==> src/rtl/sha256_msg_padder_if.sv <==
// RAM read port and padded-word stream between the SHA-256 padder and its neighbours.
// master = padder side, slave = RAM / compression-stage side.
interface sha256_msg_padder_if #(
  parameter int ADDR_WIDTH = 10,
  parameter int DATA_WIDTH = 8
);
  logic [ADDR_WIDTH-1:0] ram_addr;
  logic                  ram_chipSel;
  logic                  ram_wriEn;
  logic                  ram_outEn;
  logic [DATA_WIDTH-1:0] ram_data;
  logic [31:0]           word_out;
  logic                  word_valid;
  logic                  word_ready;
  logic [3:0]            word_idx;
  logic                  block_last;

  modport master (
    output ram_addr, ram_chipSel, ram_wriEn, ram_outEn,
    output word_out, word_valid, word_idx, block_last,
    input  ram_data, word_ready
  );

  modport slave (
    input  ram_addr, ram_chipSel, ram_wriEn, ram_outEn,
    input  word_out, word_valid, word_idx, block_last,
    output ram_data, word_ready
  );
endinterface

==> src/rtl/sha256_msg_padder.sv <==
// SHA-256 message padder: reads message bytes from a registered-read RAM and
// emits the padded stream as big-endian 32-bit words, 16 per 512-bit block.
module sha256_msg_padder #(
  parameter int ADDR_WIDTH = 10,
  parameter int DATA_WIDTH = 8
) (
  input  logic                  clk,
  input  logic                  rst_n,
  input  logic                  start,
  input  logic [ADDR_WIDTH:0]   msg_len,
  output logic                  busy,
  output logic                  done,
  sha256_msg_padder_if.master   bus
);
  // Position counter is wide enough for the padded total (at most 2^ADDR_WIDTH + 72).
  localparam int PW = ADDR_WIDTH + 8;

  typedef enum logic [1:0] {IDLE, REQ, WAIT, EMIT} state_t;

  state_t                state;
  logic [PW-1:0]         p, len, tot;
  logic [1:0]            bc;
  logic [23:0]           acc;
  logic [ADDR_WIDTH-1:0] addr_q;
  logic                  cs_q;
  logic [31:0]           word_q;
  logic                  valid_q;
  logic [3:0]            idx_q;
  logic                  last_q;

  logic [PW-1:0] p_inc, len_in, tot_in;
  logic [63:0]   bit_len, bl_sh;
  logic [2:0]    k;
  logic [5:0]    shv;
  logic [7:0]    gen_byte, cur_byte;

  assign bus.ram_addr    = addr_q;
  assign bus.ram_chipSel = cs_q;
  assign bus.ram_outEn   = cs_q;
  assign bus.ram_wriEn   = 1'b0;
  assign bus.word_out    = word_q;
  assign bus.word_valid  = valid_q;
  assign bus.word_idx    = idx_q;
  assign bus.block_last  = last_q;

  always_comb begin
    p_inc   = p + PW'(1);
    len_in  = PW'(msg_len);
    tot_in  = (((len_in + PW'(8)) >> 6) + PW'(1)) << 6;
    bit_len = {{(64-PW-3){1'b0}}, len, 3'b000};
    // Last 8 positions carry 8*L MSB first: position tot-8+k holds byte 7-k.
    k       = 3'(p - (tot - PW'(8)));
    shv     = {3'd7 - k, 3'b000};
    bl_sh   = bit_len >> shv;
    if (p == len)                gen_byte = 8'h80;
    else if (p >= tot - PW'(8))  gen_byte = bl_sh[7:0];
    else                         gen_byte = 8'h00;
    cur_byte = (state == WAIT) ? bus.ram_data[7:0] : gen_byte;
  end

  always_ff @(posedge clk) begin
    if (!rst_n) begin
      state   <= IDLE;
      p       <= '0;
      len     <= '0;
      tot     <= '0;
      bc      <= '0;
      acc     <= '0;
      addr_q  <= '0;
      cs_q    <= 1'b0;
      word_q  <= '0;
      valid_q <= 1'b0;
      idx_q   <= '0;
      last_q  <= 1'b0;
      busy    <= 1'b0;
      done    <= 1'b0;
    end else begin
      done <= 1'b0;
      cs_q <= 1'b0;
      case (state)
        IDLE: if (start) begin
          len   <= len_in;
          tot   <= tot_in;
          p     <= '0;
          bc    <= '0;
          idx_q <= '0;
          busy  <= 1'b1;
          state <= REQ;
          // Read strobe is set on entry so it is visible during the REQ cycle.
          if (len_in != '0) begin
            cs_q   <= 1'b1;
            addr_q <= '0;
          end
        end
        REQ, WAIT: begin
          if (state == REQ && p < len) begin
            state <= WAIT;
          end else begin
            acc <= {acc[15:0], cur_byte};
            p   <= p_inc;
            bc  <= bc + 2'd1;
            if (bc == 2'd3) begin
              word_q  <= {acc, cur_byte};
              valid_q <= 1'b1;
              last_q  <= (p_inc == tot);
              state   <= EMIT;
            end else begin
              state <= REQ;
              if (p_inc < len) begin
                cs_q   <= 1'b1;
                addr_q <= p_inc[ADDR_WIDTH-1:0];
              end
            end
          end
        end
        EMIT: if (valid_q && bus.word_ready) begin
          valid_q <= 1'b0;
          idx_q   <= idx_q + 4'd1;
          if (p == tot) begin
            busy  <= 1'b0;
            done  <= 1'b1;
            state <= IDLE;
          end else begin
            state <= REQ;
            if (p < len) begin
              cs_q   <= 1'b1;
              addr_q <= p[ADDR_WIDTH-1:0];
            end
          end
        end
        default: state <= IDLE;
      endcase
    end
  end
endmodule

==> src/flat_wrapper.sv <==
// flat-port wrapper written by rule: the top's interface ports become plain ports
module sha256_msg_padder_flat 
#(
  parameter int ADDR_WIDTH = 10,
  parameter int DATA_WIDTH = 8
)
  (clk, rst_n, start, msg_len, busy, done, bus_ram_addr, bus_ram_chipSel, bus_ram_wriEn, bus_ram_outEn, bus_word_out, bus_word_valid, bus_word_idx, bus_block_last, bus_ram_data, bus_word_ready);
  sha256_msg_padder_if #(.ADDR_WIDTH(ADDR_WIDTH), .DATA_WIDTH(DATA_WIDTH)) bus_i ();
  input  logic clk;
  input  logic rst_n;
  input  logic start;
  input  logic [ADDR_WIDTH:0] msg_len;
  output logic busy;
  output logic done;
  output wire logic [$bits(bus_i.ram_addr)-1:0] bus_ram_addr;
  output wire logic [$bits(bus_i.ram_chipSel)-1:0] bus_ram_chipSel;
  output wire logic [$bits(bus_i.ram_wriEn)-1:0] bus_ram_wriEn;
  output wire logic [$bits(bus_i.ram_outEn)-1:0] bus_ram_outEn;
  output wire logic [$bits(bus_i.word_out)-1:0] bus_word_out;
  output wire logic [$bits(bus_i.word_valid)-1:0] bus_word_valid;
  output wire logic [$bits(bus_i.word_idx)-1:0] bus_word_idx;
  output wire logic [$bits(bus_i.block_last)-1:0] bus_block_last;
  input wire logic [$bits(bus_i.ram_data)-1:0] bus_ram_data;
  input wire logic [$bits(bus_i.word_ready)-1:0] bus_word_ready;
  assign bus_ram_addr = bus_i.ram_addr;
  assign bus_ram_chipSel = bus_i.ram_chipSel;
  assign bus_ram_wriEn = bus_i.ram_wriEn;
  assign bus_ram_outEn = bus_i.ram_outEn;
  assign bus_word_out = bus_i.word_out;
  assign bus_word_valid = bus_i.word_valid;
  assign bus_word_idx = bus_i.word_idx;
  assign bus_block_last = bus_i.block_last;
  assign bus_i.ram_data = bus_ram_data;
  assign bus_i.word_ready = bus_word_ready;
  sha256_msg_padder #(.ADDR_WIDTH(ADDR_WIDTH), .DATA_WIDTH(DATA_WIDTH)) u_core (.clk(clk), .rst_n(rst_n), .start(start), .msg_len(msg_len), .busy(busy), .done(done), .bus(bus_i));
endmodule
==> config.mk <==
export PLATFORM = sky130hd
export DESIGN_NAME = sha256_msg_padder_flat
export DESIGN_NICKNAME = d
export VERILOG_FILES = /design/src/rtl/sha256_msg_padder_if.sv /design/src/rtl/sha256_msg_padder.sv /design/src/flat_wrapper.sv
export SDC_FILE = /design/constraint.sdc
export NUM_CORES = 1
export LEC_CHECK = 0
export CORE_ASPECT_RATIO = 0.8
export CORE_MARGIN = 2
export CORE_UTILIZATION = 35
export CTS_BUF_LIST = sky130_fd_sc_hd__clkbuf_8 sky130_fd_sc_hd__clkbuf_16
export CTS_CLUSTER_SIZE = 28
export DETAILED_ROUTE_END_ITERATION = 6
export MAX_ROUTING_LAYER = met4
export PLACE_DENSITY = 0.56
export SYNTH_ARGS = -nofsm -noshare
export SYNTH_HDL_FRONTEND = slang
export SYNTH_SLANG_ARGS = --single-unit
==> constraint.sdc <==
create_clock -name clk -period 4.16 [get_ports clk]
set_clock_uncertainty 0.1 [all_clocks]
set_input_delay 0.416 -clock clk [delete_from_list [all_inputs] [get_ports clk]]
set_output_delay 0.416 -clock clk [all_outputs]
set_load 0.02 [all_outputs]
==> reports/metrics.csv, run 1 <==
stage,metric,value,unit
global_routing,"Remaining Overflow, GRT",0,
cts,CTS tree,built,
place,I/O Buffers,74,
final_layout,design area,8277,um^2
floorplan,row cnt,45,
drt,metal3 WL,1529,um
cts,H-tree lvl count,4,
drt,total number of vias,5903,
sta,slew margin rel.,0.3044,
drt,routed len/inst,16.68,um
drt,drc violations,0,
global_routing,number of global-route vias before repair,5349,
power,Sw Ratio,0.2720,
critical_path,Register-to-Register Path Depth,13,
drt,Vias/cell,5.155,
floorplan,Core ar.,18860,um^2
floorplan,chip width,158.6,um
critical_path,crit path DAT,3880,ps
floorplan,Total Die Area,20240,um^2
critical_path,Worst path slowest cell,dfxtp_1,
critical_path,Setup crit end kind,flip-flop,
place,dpl cell area,7660,um^2
cts,Worst-path clk slew,50,ps
cts,Hold Buf Count CTS,0,
global_routing,GRT Total Usage,0.2004,
critical_path,Worst setup endpoint,u_core.bus.ram_addr[7]$_SDFFE_PN0P_,
critical_path,Worst R2R End,u_core.bus.ram_addr[7]$_SDFFE_PN0P_,
cts,TritonCTS Sinks,115,
sta,worst slew pin tran,1030,ps
sta,count of final setup violators,0,
global_routing,first-pass GRT wire length,30160,um
power,Clock power frac,0.474,
floorplan,Die Y,127.7,um
synthesis,Post-Syn Instances,819,
critical_path,number of cells on the critical path,13,
synthesis,most common cell in the netlist,nand2_1,
synthesis,Post-synth EDFFs,0,
synthesis,proportion of netlist area held by the largest area contributor,0.3442,
power,Seq pwr share,0.364,
final_layout,Area growth syn-to-layout,23.74,%
cts,Setup Buffers After CTS,0,
cts,deepest clock path buffer count,2,
critical_path,CP Cell Sequence,nand3_1 > nor3_1 > nand3_1 > xnor2_1 > ha_1 > nand3_1 > nor2_1 > a2111oi_0 > o311ai_0 > o21ai_0 > nand4_1 > buf_4 > mux2i_1,
place,Final HPWL DP,13860,um
drt,router iterations before antenna repair,6,
cts,worst skew pair latency,420,ps
critical_path,Crit Path Category,flip-flop to flip-flop,
synthesis,"Async S/R FF share, synth",0,
drt,Iter 0 DRT Violations,419,
final_layout,# nets final,944,
drt,total wire length,19100,um
floorplan,Initial Util,0.3546,
critical_path,Max Fanout on Critical Path,13,
critical_path,CP Launch Point,u_core.p[2]$_SDFFE_PN0P_,
drt,WL met2,7295,um
synthesis,top_reg_cell synth,dfxtp_1,
sta,max frequency,271.7,MHz
final_layout,Antenna diodes,0,
drt,M1 WL,10020,um
floorplan,Ports,76,
power,peak supply drop,0.2502,mV
cts,CTS root buf,clkbuf_16,
synthesis,synthesized flop and latch total,115,
critical_path,Crit path top cell by count,nand3_1,
synthesis,Synth area leader,dfxtp_1,
synthesis,share of the yosys chip area belonging to registers,0.3442,
final_layout,layout cells sized above 1,0.07328,
power,P_leak,3.200,nW
sta,fin crit period,3680,ps
synthesis,post-synth cell types,67,
synthesis,syn avg cell area,8.167,um^2
synthesis,dominant cells by area after synthesis,"dfxtp_1 (34%), ha_1 (8.6%), nand2_1 (8.4%)",
synthesis,Syn Nets,888,
critical_path,worst r2r src,u_core.p[2]$_SDFFE_PN0P_,
min_path,hold crit path type,flip-flop to flip-flop,
sta,hold violation total from the final report,0,
place,Final Wtd Congestion,0.9247,
synthesis,Syn. warnings,0,
sta,Final period util,0.8846,
power,Pwr per Cell Area,393.6,nW/um^2
flow_run,Max-Cap Viols,0,
critical_path,WP data required,4360,ps
power,Int Power,2.371,mW
critical_path,r2r setup slk,480,ps
power,Logic pwr share,0.163,
cts,TritonCTS buffer count,17,
critical_path,crit path buf inv count,1,
synthesis,Post-Syn Area,6689,um^2
drt,max layer used,met4,
global_routing,number of antenna violations at the first check in global routing,0,
critical_path,Top delay family on crit path,simple AND/OR/NAND/NOR gates,
sta,max-slew violations,0,
sta,setup repair after global routing missed its margin,false,
global_routing,largest net degree at the start of global routing,88,
run_status,status,"finished, final reports clean",
critical_path,CP max stage delay,620,ps
critical_path,Startpoint Class,flip-flop,
power,Switch Pwr,886.1,uW
synthesis,commonest cells in the netlist,"nand2_1 (150), dfxtp_1 (115), o21ai_0 (51)",
final_layout,fillcell total,1885,
sta,Fin Setup TNS,0,ps
final_layout,Final Util,0.4388,
drt,Detail Route Antenna Nets,0,
cts,cts repair resizes,0,
state kept, by name, indices dropped and copies added, names as in the netlist:
name	flops
u_core.bus.word_out	32
u_core.acc	24
u_core.p	18
u_core.len	11
u_core.bus.ram_addr	10
u_core.tot	7
u_core.bus.word_idx	4
u_core.bc	2
u_core.state	2
u_core.bus.block_last	1
u_core.bus.ram_chipSel	1
u_core.bus.word_valid	1
u_core.busy	1
u_core.done	1
kinds of logic after synthesis:
family	after synthesis	synth area share
and+or+nand+nor	311	0.2286
adders and majority gates	47	0.08754
AOI/OAI and AO/OA	192	0.1901
xor gates and xnor gates	34	0.04452
buffers and inverters	85	0.05331
muxes	34	0.05125
DFF	115	0.3442
other	1	0.0005606
cells in the final DEF (no fill, tap or decap), types with 4 or more instances in the layout:
master           instances
a32oi_1                  9
o21ai_0                 51
and2_1                  12
nor3_1                  13
nor2b_1                 31
bufinv_16                4
inv_1                   30
clkdlybuf4s50_1         73
nand2b_1                 5
buf_4                   22
nor4_1                   4
xnor2_1                 22
o21a_1                   4
nand3_1                 23
ha_1                    46
nand2_1                150
xor2_1                  12
or3_1                    4
clkbuf_16               17
and3_1                   9
a21boi_0                48
mux2i_1                 32
o211ai_1                 4
dfxtp_1                115
nor2_1                  26
a21oi_1                 36
nand3b_1                 4
a31o_2                   4
a21o_1                   4
nand4_1                 14
per-stage QoR:
step | hold slack, ps | setup WS, ps | cells | power (mW)
after floorplan | 340.3 | 764.0 | 819 | 1.553
after global placement | 346.1 | 691.3 | 1114 | 1.729
after detailed placement | 351.7 | 558.2 | 1114 | 1.728
after CTS | 358.9 | 542.8 | 1145 | 3.279
after global routing | 390.0 | 64.79 | 1145 | 3.400
final | 355.2 | 480.0 | 1145 | 3.257
final cells by class:
type / instances / area, um^2 / area share
multi-input combinational: 619 / 4038 / 0.4878
sequential: 115 / 2302 / 0.2782
timing repair buffer: 95 / 895.9 / 0.1082
clock buffer: 19 / 452.9 / 0.05472
tap: 258 / 322.8 / 0.03900
clock inverter: 12 / 163.9 / 0.01980
inverter: 27 / 101.3 / 0.01224
per-layer routing:
metal | track usage | up-vias
li1 | - | 2960
met1 | 0.3091 | 2704
met2 | 0.2493 | 217
met3 | 0.05206 | 22
met4 | 0.05564 | 0
met5 | - | -
tightest hold or removal path, stage by stage, from the launching register on:
cell and delay (ps):
dfxtp_1 300, nand2_1 50, mux2i_1 50
power by group through the flow:
stage | clock (mW) | sequential, mW | combinational (mW)
after floorplan | 0 | 1.19 | 0.359
after global placement | 0 | 1.21 | 0.522
after detailed placement | 0 | 1.21 | 0.520
after CTS | 1.57 | 1.18 | 0.523
after global routing | 1.62 | 1.19 | 0.584
final | 1.54 | 1.18 | 0.530
how the worst min path moves through the flow:
stage | startpoint | end | cells after the start
after floorplan | u_core.acc[23]$_SDFFE_PN0P_ | u_core.bus.word_out[31]$_SDFFE_PN0P_ | 2
after global placement | u_core.bus.ram_addr[0]$_SDFFE_PN0P_ | u_core.bus.ram_addr[0]$_SDFFE_PN0P_ | 2
after detailed placement | u_core.bus.ram_addr[0]$_SDFFE_PN0P_ | u_core.bus.ram_addr[0]$_SDFFE_PN0P_ | 2
after CTS | u_core.bus.ram_addr[0]$_SDFFE_PN0P_ | u_core.bus.ram_addr[0]$_SDFFE_PN0P_ | 2
after global routing | u_core.len[9]$_SDFFE_PN0P_ | u_core.len[9]$_SDFFE_PN0P_ | 2
final | u_core.bus.ram_addr[0]$_SDFFE_PN0P_ | u_core.bus.ram_addr[0]$_SDFFE_PN0P_ | 2
Note: power is estimated with default switching activity, not from simulation.
==> inputs of run 2 (changes only) <==
--- a/config.mk
+++ b/config.mk
@@ -5,7 +5,6 @@
 export SDC_FILE = /design/constraint.sdc
 export NUM_CORES = 1
 export LEC_CHECK = 0
-export CORE_ASPECT_RATIO = 0.8
 export CORE_MARGIN = 2
 export CORE_UTILIZATION = 35
 export CTS_BUF_LIST = sky130_fd_sc_hd__clkbuf_8 sky130_fd_sc_hd__clkbuf_16
==> constraint.sdc (replaced) <==
create_clock -name clk -period 4.16 [get_ports clk]
set_clock_uncertainty 0.1 [all_clocks]
set_input_delay 1.248 -clock clk [delete_from_list [all_inputs] [get_ports clk]]
set_output_delay 1.248 -clock clk [all_outputs]
set_load 0.02 [all_outputs]
==> reports/metrics.csv, run 2 (same netlist as run 1, synthesis figures left out) <==
stage,metric,value,unit,change
global_routing,"Remaining Overflow, GRT",0,,unchanged
critical_path,Crit Path Category,flip-flop to flip-flop,,unchanged
floorplan,Core ar.,18710,um^2,was 18860 um^2
sta,slew margin rel.,0.3662,,was 0.3044
drt,Vias/cell,5.249,,was 5.155
critical_path,worst r2r src,u_core.p[1]$_SDFFE_PN0P_,,was u_core.p[2]$_SDFFE_PN0P_
critical_path,r2r setup slk,400,ps,was 480 ps
cts,cts repair resizes,0,,unchanged
sta,count of final setup violators,0,,unchanged
cts,H-tree lvl count,4,,unchanged
critical_path,Worst R2R End,u_core.bus.ram_addr[8]$_SDFFE_PN0P_,,was u_core.bus.ram_addr[7]$_SDFFE_PN0P_
critical_path,Top delay family on crit path,simple AND/OR/NAND/NOR gates,,unchanged
sta,Final period util,0.9048,,was 0.8846
critical_path,CP max stage delay,510,ps,was 620 ps
power,Final Total Pwr,3.152,mW,was 3.257 mW
critical_path,CP Cell Sequence,ha_1 > nand3_1 > nor3_1 > nand3_1 > xnor2_1 > ha_1 > nand3_1 > nor2_1 > a2111oi_0 > o311ai_0 > o21ai_0 > nand4_1 > buf_4 > mux2i_1,,was nand3_1 > nor3_1 > nand3_1 > xnor2_1 > ha_1 > nand3_1 > nor2_1 > a2111oi_0 > o311ai_0 > o21ai_0 > nand4_1 > buf_4 > mux2i_1
run_status,status,"finished, final reports clean",,unchanged
sta,max-slew violations,0,,unchanged
drt,router iterations before antenna repair,5,,was 6
power,Switch Pwr,924.1,uW,was 886.1 uW
cts,CTS tree,built,,unchanged
drt,drc violations,0,,unchanged
min_path,hold crit path type,flip-flop to flip-flop,,unchanged
floorplan,Initial Util,0.3576,,was 0.3546
power,P_leak,3.147,nW,was 3.200 nW
sta,worst slew pin tran,948.4,ps,was 1030 ps
cts,Hold Buf Count CTS,0,,unchanged
global_routing,largest net degree at the start of global routing,74,,was 88
critical_path,WP data required,4360,ps,about the same
final_layout,fillcell total,1889,,was 1885
place,Final HPWL DP,13280,um,was 13860 um
cts,Setup Buffers After CTS,0,,unchanged
cts,Worst-path clk slew,50,ps,about the same
final_layout,Area growth syn-to-layout,22.37,%,was 23.74%
global_routing,number of global-route vias before repair,5312,,was 5349
min_path,hold path endpoint,u_core.bus.ram_addr[5]$_SDFFE_PN0P_,,was u_core.bus.ram_addr[0]$_SDFFE_PN0P_
final_layout,"commonest non-fill, non-tap cell in the layout",nand2_1,,unchanged
global_routing,number of antenna violations at the first check in global routing,0,,unchanged
drt,Iter 0 DRT Violations,500,,was 419
cts,TritonCTS Sinks,115,,unchanged
cts,deepest clock path buffer count,2,,unchanged
cts,TritonCTS buffer count,17,,unchanged
critical_path,Register-to-Register Path Depth,14,,was 13
critical_path,Startpoint Class,flip-flop,,unchanged
place,Final Wtd Congestion,0.9130,,was 0.9247
drt,total wire length,18220,um,was 19100 um
floorplan,row cnt,50,,was 45
critical_path,Setup crit end kind,flip-flop,,unchanged
floorplan,Ports,76,,unchanged
critical_path,Worst path slowest cell,dfxtp_1,,unchanged
floorplan,chip width,142.2,um,was 158.6 um
global_routing,first-pass GRT wire length,29350,um,was 30160 um
critical_path,Max Fanout on Critical Path,10,,was 13
final_layout,# nets final,941,,was 944
sta,setup repair after global routing missed its margin,false,,unchanged
final_layout,Final Util,0.4376,,was 0.4388
sta,fin crit period,3764,ps,was 3680 ps
final_layout,final non-filler cell total,1119,,was 1145
power,Seq pwr share,0.375,,was 0.364
min_path,Worst Hold Launch,u_core.bus.ram_addr[5]$_SDFFE_PN0P_,,was u_core.bus.ram_addr[0]$_SDFFE_PN0P_
flow_run,Max-Cap Viols,0,,unchanged
floorplan,Total Die Area,20230,um^2,was 20240 um^2
critical_path,crit path buf inv count,1,,unchanged
power,peak supply drop,0.3040,mV,was 0.2502 mV
global_routing,GRT Total Usage,0.1907,,was 0.2004
drt,routed len/inst,16.28,um,was 16.68 um
power,Int Power,2.228,mW,was 2.371 mW
cts,worst skew pair latency,420,ps,about the same
sta,Fin Setup TNS,0,ps,unchanged
final_layout,layout cells sized above 1,0.07345,,was 0.07328
sta,max frequency,265.7,MHz,was 271.7 MHz
place,placed insts,1087,,was 1114
critical_path,Crit path top cell by count,nand3_1,,unchanged
drt,total number of vias,5874,,was 5903
final_layout,Antenna diodes,0,,unchanged
drt,Detail Route Antenna Nets,0,,unchanged
sta,hold violation total from the final report,0,,unchanged
floorplan,Die Y,142.2,um,was 127.7 um
power,Logic pwr share,0.165,,was 0.163
final_layout,"commonest cells after routing, fill and taps aside","nand2_1 (150), dfxtp_1 (115), clkdlybuf4s50_1 (73)",,unchanged
power,Clock power frac,0.459,,was 0.474
power,Pwr per Cell Area,385.1,nW/um^2,was 393.6 nW/um^2
place,I/O Buffers,74,,unchanged
power,Sw Ratio,0.2931,,was 0.2720
critical_path,crit path DAT,3960,ps,was 3880 ps
min_path,hold depth,2,,unchanged
cts,CTS root buf,clkbuf_16,,unchanged
final_layout,max FFs per register,32,,unchanged
-- run 2: cell types whose count changed in the layout (fill, tap and decap cells not counted), sizes merged --
cell	previous run	this run
bufinv	4	1
buf	22	19
clkinv	4	3
inv	31	32
clkinvlp	0	3
clkbuf	19	20
-- run 2: area by class of cell --
type	count	area [um^2]	area share
Tap cell	234	292.8	0.03577
Sequential cell	115	2302	0.2813
Multi-Input combinational cell	619	4030	0.4924
Clock inverter	12	118.9	0.01452
Timing Repair Buffer	92	873.3	0.1067
Inverter	27	101.3	0.01238
Clock buffer	20	466.7	0.05702
-- run 2: worst reg2reg max path, cell delays in order (launching register included) --
cell and delay [ps]:
dfxtp_1 510, ha_1 320, nand3_1 140, nor3_1 340
nand3_1 140, xnor2_1 340, ha_1 310, nand3_1 110
nor2_1 50, a2111oi_0 360, o311ai_0 260, o21ai_0 210
nand4_1 110, buf_4 200, mux2i_1 120
-- run 2: worst max path at each step --
stage,start,slack (ps),depth (start not counted),to
CTS,u_core.p[1]$_SDFFE_PN0P_,450,14,u_core.bus.ram_addr[8]$_SDFFE_PN0P_
global route,u_core.p[1]$_SDFFE_PN0P_,20,14,u_core.bus.ram_addr[7]$_SDFFE_PN0P_
finish,u_core.p[1]$_SDFFE_PN0P_,400,14,u_core.bus.ram_addr[8]$_SDFFE_PN0P_
global placement,u_core.p[1]$_SDFFE_PN0P_,560,14,u_core.bus.ram_addr[8]$_SDFFE_PN0P_
detailed placement,u_core.p[1]$_SDFFE_PN0P_,450,14,u_core.bus.ram_addr[8]$_SDFFE_PN0P_
floorplan,u_core.p[1]$_SDFFE_PN0P_,760,14,u_core.bus.ram_addr[0]$_SDFFE_PN0P_
-- run 2: metrics by stage --
step	setup slack (ps)	cell area, um^2	hold WS (ps)
global placement	555.8	7600	347.5
global route	18.09	8185	375.9
detailed placement	455.0	7600	353.4
finish	396.1	8185	356.8
floorplan	764.0	6689	340.3
CTS	452.1	8185	361.1
-- run 2: power groups by stage --
stage / clock (mW) / combinational [mW] / sequential (mW)
after floorplan: 0 / 0.359 / 1.19
after global placement: 0 / 0.518 / 1.21
after detailed placement: 0 / 0.519 / 1.21
after CTS: 1.48 / 0.520 / 1.18
after global routing: 1.53 / 0.579 / 1.19
final: 1.45 / 0.521 / 1.18
-- run 2: metal layers --
| layer | track usage | share of wire | up-vias |
|---|---|---|---|
| li1 | - | - | 2969 |
| met5 | - | 0 | - |
| met3 | 0.03769 | 0.054 | 19 |
| met2 | 0.2652 | 0.42 | 155 |
| met1 | 0.2773 | 0.51 | 2731 |
| met4 | 0.05632 | 0.015 | 0 |
==> inputs of run 3 (changes only) <==
--- a/config.mk
+++ b/config.mk
@@ -6,12 +6,12 @@
 export NUM_CORES = 1
 export LEC_CHECK = 0
 export CORE_MARGIN = 2
-export CORE_UTILIZATION = 35
+export CORE_UTILIZATION = 45
 export CTS_BUF_LIST = sky130_fd_sc_hd__clkbuf_8 sky130_fd_sc_hd__clkbuf_16
 export CTS_CLUSTER_SIZE = 28
 export DETAILED_ROUTE_END_ITERATION = 6
 export MAX_ROUTING_LAYER = met4
-export PLACE_DENSITY = 0.56
+export PLACE_DENSITY = 0.68
 export SYNTH_ARGS = -nofsm -noshare
 export SYNTH_HDL_FRONTEND = slang
 export SYNTH_SLANG_ARGS = --single-unit
==> reports/metrics.csv, run 3 (same netlist as run 1, synthesis figures left out) <==
stage,metric,value,unit,change
run_status,status,"finished, final reports clean",,unchanged
critical_path,Max Fanout on Critical Path,10,,unchanged
critical_path,Setup crit end kind,flip-flop,,unchanged
drt,Vias/cell,5.541,,was 5.249
cts,CTS root buf,clkbuf_16,,unchanged
critical_path,CP max stage delay,510,ps,about the same
floorplan,Total Die Area,15860,um^2,was 20230 um^2
floorplan,Die Y,125.9,um,was 142.2 um
critical_path,CP Cell Sequence,ha_1 > nand3_1 > buf_4 > or3_1 > xnor2_1 > ha_1 > nand3_1 > nor2_1 > a2111oi_0 > o311ai_0 > o21ai_0 > nand4_1 > buf_4 > mux2i_1,,was ha_1 > nand3_1 > nor3_1 > nand3_1 > xnor2_1 > ha_1 > nand3_1 > nor2_1 > a2111oi_0 > o311ai_0 > o21ai_0 > nand4_1 > buf_4 > mux2i_1
critical_path,Top delay family on crit path,simple AND/OR/NAND/NOR gates,,unchanged
critical_path,Worst path slowest cell,dfxtp_1,,unchanged
drt,routed len/inst,16.22,um,was 16.28 um
floorplan,chip width,125.9,um,was 142.2 um
flow_run,Max-Cap Viols,0,,unchanged
global_routing,GRT Total Usage,0.2298,,was 0.1907
sta,Fin Setup TNS,0,ps,unchanged
global_routing,number of global-route vias before repair,5402,,was 5312
sta,max-slew violations,0,,unchanged
cts,H-tree lvl count,4,,unchanged
floorplan,Ports,76,,unchanged
drt,total wire length,17340,um,was 18220 um
cts,Worst-path clk slew,60,ps,was 50 ps
final_layout,# nets final,941,,unchanged
sta,fin crit period,3784,ps,was 3764 ps
global_routing,first-pass GRT wire length,28420,um,was 29350 um
final_layout,max FFs per register,32,,unchanged
sta,max frequency,264.3,MHz,was 265.7 MHz
sta,slew margin rel.,0.3818,,was 0.3662
drt,router iterations before antenna repair,5,,unchanged
floorplan,row cnt,44,,was 50
final_layout,"commonest non-fill, non-tap cell in the layout",nand2_1,,unchanged
global_routing,largest net degree at the start of global routing,88,,was 74
sta,hold violation total from the final report,0,,unchanged
sta,setup repair after global routing missed its margin,false,,unchanged
power,Pwr per Cell Area,386.8,nW/um^2,was 385.1 nW/um^2
cts,worst skew pair latency,420,ps,about the same
min_path,hold crit path type,flip-flop to flip-flop,,unchanged
drt,total number of vias,5923,,was 5874
drt,Detail Route Antenna Nets,0,,unchanged
sta,Final period util,0.9096,,was 0.9048
cts,TritonCTS buffer count,17,,unchanged
critical_path,WP data required,4360,ps,about the same
global_routing,"Remaining Overflow, GRT",0,,unchanged
power,P_leak,3.155,nW,was 3.147 nW
global_routing,number of antenna violations at the first check in global routing,0,,unchanged
floorplan,Initial Util,0.4602,,was 0.3576
final_layout,"commonest cells after routing, fill and taps aside","nand2_1 (150), dfxtp_1 (115), clkdlybuf4s50_1 (73)",,unchanged
critical_path,crit path buf inv count,2,,was 1
final_layout,fillcell total,1389,,was 1889
cts,CTS tree,built,,unchanged
place,Final Wtd Congestion,0.9523,,was 0.9130
place,Final HPWL DP,12510,um,was 13280 um
drt,drc violations,0,,unchanged
final_layout,Antenna diodes,0,,unchanged
place,I/O Buffers,74,,unchanged
power,Final Total Pwr,3.145,mW,was 3.152 mW
power,peak supply drop,0.3308,mV,was 0.3040 mV
sta,worst slew pin tran,925.1,ps,was 948.4 ps
cts,deepest clock path buffer count,2,,unchanged
critical_path,Crit Path Category,flip-flop to flip-flop,,unchanged
final_layout,Area growth syn-to-layout,21.57,%,was 22.37%
critical_path,crit path DAT,3980,ps,was 3960 ps
sta,count of final setup violators,0,,unchanged
final_layout,layout cells sized above 1,0.07232,,was 0.07345
drt,Iter 0 DRT Violations,453,,was 500
critical_path,Startpoint Class,flip-flop,,unchanged
cts,TritonCTS Sinks,115,,unchanged
floorplan,Core ar.,14530,um^2,was 18710 um^2
## run 3: cell count changes in the layout (fill, tap and decap cells not counted), sizes merged
cell	previous run	this run
clkinvlp	3	5
inv	32	30
bufinv	1	2
clkbuf	20	19
## run 3: through the flow
step                utilization  instance area, um^2  hold slack (ps)  worst slack, ps  std cells
floorplan                     -                 6689            340.3            764.0        819
global placement         0.5184                 7535            346.9            581.8       1037
detailed placement       0.5184                 7535            351.6            425.0       1037
CTS                      0.5590                 8124            358.3            401.3       1069
global route             0.5595                 8132            382.8            86.29       1069
finish                   0.5595                 8132            356.6            376.1       1069
## run 3: tightest hold or removal path, stage by stage (launching register included)
cell and delay, ps:
dfxtp_1 300, nand2_1 50, mux2i_1 50
## run 3: timing repair
| item | in CTS | in global routing |
|---|---|---|
| hold endpoints to repair | 0 | 0 |
| resized for setup | 0 | 1 |
| setup endpoints to repair | 0 | 1 |
| buffers inserted | 0 | 0 |
| hold buffers | 0 | 0 |
## run 3: worst paths after layout
kind	slack [ps]	start	cells past startpoint	endpoint
worst max-delay path	380	u_core.p[1]$_SDFFE_PN0P_	14	u_core.bus.ram_addr[4]$_SDFFE_PN0P_
worst min-delay path	360	u_core.bus.ram_addr[5]$_SDFFE_PN0P_	2	u_core.bus.ram_addr[5]$_SDFFE_PN0P_
worst max register to register	380	u_core.p[1]$_SDFFE_PN0P_	14	u_core.bus.ram_addr[4]$_SDFFE_PN0P_
worst min register to register	360	u_core.bus.ram_addr[5]$_SDFFE_PN0P_	2	u_core.bus.ram_addr[5]$_SDFFE_PN0P_
## run 3: power by group
part	internal (mW)	switching (mW)
clock network	0.909	0.537
logic	0.207	0.310
registers	1.14	0.0411
total	2.26	0.888
## run 3: cell type report
cell class              instances  area, um^2  share of cell area
multi-input cells             619        4038              0.4965
inverters                      27       101.3             0.01246
well taps                     184       230.2             0.02831
clock buffers                  19       452.9             0.05570
flip-flops and latches        115        2302              0.2831
clock inverters                13       136.4             0.01677
repair buffers                 92       870.8              0.1071
## run 3: layer usage
layer | GRT usage | routed length, um
met2 | 0.3238 | 7369
met4 | 0.07175 | 272
met5 | - | 0
met1 | 0.3360 | 8821
met3 | 0.03653 | 878
